## config.mk

```make
export PLATFORM = sky130hd
export DESIGN_NAME = rc_ring_arb
export DESIGN_NICKNAME = d
export VERILOG_FILES = /design/src/rtl/rc_ring_arb.sv
export SDC_FILE = /design/constraint.sdc
export NUM_CORES = 1
export LEC_CHECK = 0
export CAP_MARGIN = 5
export CORE_ASPECT_RATIO = 1.25
export CORE_UTILIZATION = 40
export CTS_CLUSTER_SIZE = 8
export DETAILED_ROUTE_END_ITERATION = 8
export SYNTH_ARGS = -nofsm -noshare
export SYNTH_HDL_FRONTEND = slang
export SYNTH_SLANG_ARGS = --single-unit
```

## constraint.sdc

```tcl
create_clock -name QClk -period 4.44 [get_ports QClk]
set_input_delay 0.888 -clock QClk [delete_from_list [all_inputs] [get_ports QClk]]
set_output_delay 0.888 -clock QClk [all_outputs]
set_load 0.005 [all_outputs]
```

## src/rtl/rc_ring_arb.sv

```systemverilog
// rc_ring_arb: ring-slot scheduler for the RC ring controller.
// Transit traffic has priority; local F2C responses and C2F requests share free slots round-robin.
module rc_ring_arb #(
    parameter int MAX_OUT_RD = 4,
    parameter int STARVE_TH  = 16,
    parameter int CNT_W      = $clog2(STARVE_TH + 1),
    localparam int CRD_W     = $clog2(MAX_OUT_RD + 1)
) (
    input  logic             QClk,
    input  logic             RstQnnnH,
    input  logic             RingInputValid,
    input  logic             RingInputConsume,
    input  logic             F2cRspValid,
    input  logic             C2fReqValid,
    input  logic [1:0]       C2fReqOpcode,
    input  logic             RingRdRspRcvd,
    output logic             F2cRspGrant,
    output logic             C2fReqGrant,
    output logic [1:0]       RingWinnerQ101H,
    output logic [CRD_W-1:0] RdCreditsQ,
    output logic             StarveF2cQ,
    output logic             StarveC2fQ,
    output logic             CreditErrQ
);

    typedef enum logic [1:0] {
        BUBBLE_OUT   = 2'd0,
        RING_INPUT   = 2'd1,
        F2C_RESPONSE = 2'd2,
        C2F_REQUEST  = 2'd3
    } winner_t;

    typedef enum logic {
        LAST_F2C = 1'b0,
        LAST_C2F = 1'b1
    } last_t;

    localparam logic [1:0]       OP_RD   = 2'd0;
    localparam logic [CRD_W-1:0] CRD_MAX = CRD_W'(MAX_OUT_RD);
    localparam logic [CNT_W-1:0] CNT_TH  = CNT_W'(STARVE_TH);

    winner_t          winner_d, winner_q;
    last_t            last_d, last_q;
    logic [CRD_W-1:0] crd_d, crd_q;
    logic             err_d, err_q;
    logic [CNT_W-1:0] f2c_cnt_d, f2c_cnt_q;
    logic [CNT_W-1:0] c2f_cnt_d, c2f_cnt_q;
    logic             f2c_starve_q, c2f_starve_q;
    logic             slot_free, f2c_elig, c2f_elig, rd_take;

    assign slot_free = !RingInputValid || RingInputConsume;
    assign f2c_elig  = F2cRspValid;
    assign c2f_elig  = C2fReqValid && ((C2fReqOpcode != OP_RD) || (crd_q != '0));

    always_comb begin
        F2cRspGrant = 1'b0;
        C2fReqGrant = 1'b0;
        winner_d    = BUBBLE_OUT;
        last_d      = last_q;
        if (!RstQnnnH) begin
            if (!slot_free) begin
                winner_d = RING_INPUT;
            end else if (f2c_elig && c2f_elig) begin
                if (last_q == LAST_C2F) F2cRspGrant = 1'b1;
                else                    C2fReqGrant = 1'b1;
            end else begin
                F2cRspGrant = f2c_elig;
                C2fReqGrant = c2f_elig;
            end
            if (F2cRspGrant) begin
                winner_d = F2C_RESPONSE;
                last_d   = LAST_F2C;
            end else if (C2fReqGrant) begin
                winner_d = C2F_REQUEST;
                last_d   = LAST_C2F;
            end
        end
    end

    assign rd_take = C2fReqGrant && (C2fReqOpcode == OP_RD);

    // A simultaneous take and return cancel out and never flag an error.
    always_comb begin
        crd_d = crd_q;
        err_d = err_q;
        case ({rd_take, RingRdRspRcvd})
            2'b10: crd_d = crd_q - CRD_W'(1);
            2'b01: begin
                if (crd_q == CRD_MAX) err_d = 1'b1;
                else                  crd_d = crd_q + CRD_W'(1);
            end
            default: ;
        endcase
    end

    always_comb begin
        f2c_cnt_d = f2c_cnt_q;
        c2f_cnt_d = c2f_cnt_q;
        if (!F2cRspValid || F2cRspGrant) f2c_cnt_d = '0;
        else if (f2c_cnt_q != CNT_TH)    f2c_cnt_d = f2c_cnt_q + CNT_W'(1);
        if (!C2fReqValid || C2fReqGrant) c2f_cnt_d = '0;
        else if (c2f_cnt_q != CNT_TH)    c2f_cnt_d = c2f_cnt_q + CNT_W'(1);
    end

    always_ff @(posedge QClk) begin
        if (RstQnnnH) begin
            winner_q     <= BUBBLE_OUT;
            last_q       <= LAST_C2F;
            crd_q        <= CRD_MAX;
            err_q        <= 1'b0;
            f2c_cnt_q    <= '0;
            c2f_cnt_q    <= '0;
            f2c_starve_q <= 1'b0;
            c2f_starve_q <= 1'b0;
        end else begin
            winner_q     <= winner_d;
            last_q       <= last_d;
            crd_q        <= crd_d;
            err_q        <= err_d;
            f2c_cnt_q    <= f2c_cnt_d;
            c2f_cnt_q    <= c2f_cnt_d;
            f2c_starve_q <= (f2c_cnt_d == CNT_TH);
            c2f_starve_q <= (c2f_cnt_d == CNT_TH);
        end
    end

    assign RingWinnerQ101H = winner_q;
    assign RdCreditsQ      = crd_q;
    assign StarveF2cQ      = f2c_starve_q;
    assign StarveC2fQ      = c2f_starve_q;
    assign CreditErrQ      = err_q;

endmodule

```

==> qor.txt <==
reg2reg setup slack: 2.42 ns
Top FF cell, synth: dfxtp_1
Worst-path clk slew: 0.11 ns
overall power: 0.332 mW
dpl cell area: 1290 µm²
Max Slew Vio Count: 0
post-synthesis cell type count: 43
first-pass GRT wire length: 3530 µm
GRT Residual Overflow: 0
Critical Path AT: 2.49 ns
clock sinks: 19
placement row count: 20
synthesized instance count: 125
CTS Buf Count: 3
Setup CP Type: input port to primary output
DP Cell Count: 173
Resize count post-CTS: 0
RSZ-0062 raised after global routing: no
syn_nets: 139
final instance area: 1320 µm²
DRT antenna net count: 0
Final Hold Vio Count: 0
number of global-route vias before repair: 844
commonest non-fill, non-tap cell in the layout: dfxtp_1
P_leak: 0.456 nW
# Post-CTS Setup Buffers: 0
via count: 937
commonest cells after routing, fill and taps aside: dfxtp_1, clkdlybuf4s50_1, nor2_1
vias per inst: 5.29
DR WL/cell: 11.6 µm
post-route minimum period: 3.38 ns
Req. time, crit path: 3.55 ns
later-pin clock latency in the skew report: 0.29 ns
post-synthesis sequential area ratio: 35.1%
total die area: 2920 µm²
Root Buffer: clkbuf_4
setup_tns: 0 ns
CTS max path bufs: 2
DP Worst Slack: 1.06 ns
FF+latch count, synth: 19
die extent in y: 60.2 µm
Iter 0 DRT Violations: 20
DP Wirelength: 1540 µm
GRT Util Overall: 15.5%
synthesized cell area: 1080 µm²
Setup Skew: 0.000956 ns
period utilisation layout: 76.1%
Synth warnings: 0
die width: 48.6 µm
Finished Layout Cells: 177
Hold Slack: 0.505 ns
EDFF count, synth: 0
I/O pins: 19
Final nets: 159
Max-slew headroom: 67.1%
Final Worst Setup Slack: 1.06 ns
H-tree Lvls: 1
DRC errors left: 0
Setup crit end kind: primary output
worst hold path type: flop to flop
status: finished, final reports clean
Layout fillers: 254
TritonRoute pass-1 iters: 4
number of max-cap violations: 0
Post-CTS Hold Buffers: 0
TritonCTS clock tree: yes
FMAX: 296 MHz
drt total wl: 2050 µm
Layout area overhead: 21.8%
final setup vio count: 0
measured slew at the worst slew-check pin: 0.490 ns
Initial Utilization: 43.3%
Final Util: 52.8%
core area: 2500 µm²
Avg Inst Size Synth: 8.67 µm²
Final Wtd Congestion: 0.847
pwr/cell area: 252 nW/µm²
Peak supply drop: 0.109 mV
Ant. Diodes: 0
share of cells above drive strength 1: 9.03%
port bufs: 18
initial antenna violation count: 0
largest net degree at the start of global routing: 15
CP startpoint kind: input port
asr flop ratio synth: 0%
Max FO, Critical Path: 14
## critical path, cell delays in order
cell and delay (ns):
clkdlybuf4s50_1 0.65, nor4b_1 0.39, clkdlybuf4s50_1 0.55
## power breakdown
group          total [mW]  switching, mW  internal [mW]  leakage (nW)
clock network      0.0868         0.0533         0.0335        0.0177
registers           0.186        0.00878          0.177         0.155
logic              0.0595         0.0278         0.0317         0.284
## path summary, 6_finish.rpt
check,startpoint,to,cells after the start
worst min-delay path,CreditErrQ,CreditErrQ,2
worst max register to register,last_q,RdCreditsQ[2],8
worst min register to register,CreditErrQ,CreditErrQ,2
worst max-delay path,RstQnnnH,F2cRspGrant,3
## cell type report
| class | count | area (µm²) | area share [%] |
|---|---|---|---|
| clock inverter | 1 | 5.00 | 0.379 |
| clock buffer | 3 | 22.5 | 1.71 |
| sequential | 19 | 380 | 28.8 |
| tap | 33 | 41.3 | 3.13 |
| multi-input combinational | 93 | 653 | 49.5 |
| timing repair buffer | 18 | 180 | 13.6 |
| inverter | 10 | 37.5 | 2.84 |
## synthesized netlist by cell type, types with 3 or more instances
cell,number,area [µm²]
a211oi_1,3,22.5
nand2_1,6,22.5
nor2_1,12,45.0
nor3_1,6,30.0
dfxtp_1,19,380
ha_1,4,50.1
nand2b_1,4,25.0
xnor2_1,5,43.8
nand3_1,5,25.0
o21ai_0,4,20.0
inv_1,10,37.5
a21oi_1,6,30.0
xor2_1,4,35.0
## logic make-up (layout without fill, tap and decap cells)
kind of cell | count (synthesis) | in the layout | share of synthesized area [%]
buffers and inverters | 13 | 32 | 4.62
flip-flops | 19 | 19 | 35.1
AND/OR/NAND/NOR | 50 | 50 | 27.1
XOR/XNOR | 9 | 9 | 7.27
AO/OA/AOI/OAI | 26 | 26 | 16.4
multiplexers | 3 | 3 | 3.00
adder cells (fa/ha/maj) | 5 | 5 | 6.47
## registers in the layout, indices dropped and copies added (netlist names)
name	cells
CreditErrQ	1
RdCreditsQ	3
RingWinnerQ101H	2
StarveC2fQ	1
StarveF2cQ	1
c2f_cnt_q	5
f2c_cnt_q	5
last_q	1
## routing by layer
layer / vias to the layer above / wire, µm / GRT usage, %
li1: 485 / - / -
met3: 2 / 58 / 2.29
met4: 0 / 13 / 6.30
met5: - / 0 / 0
met2: 17 / 973 / 27.2
met1: 433 / 1010 / 19.3
Note: power is estimated with default switching activity, not from simulation.
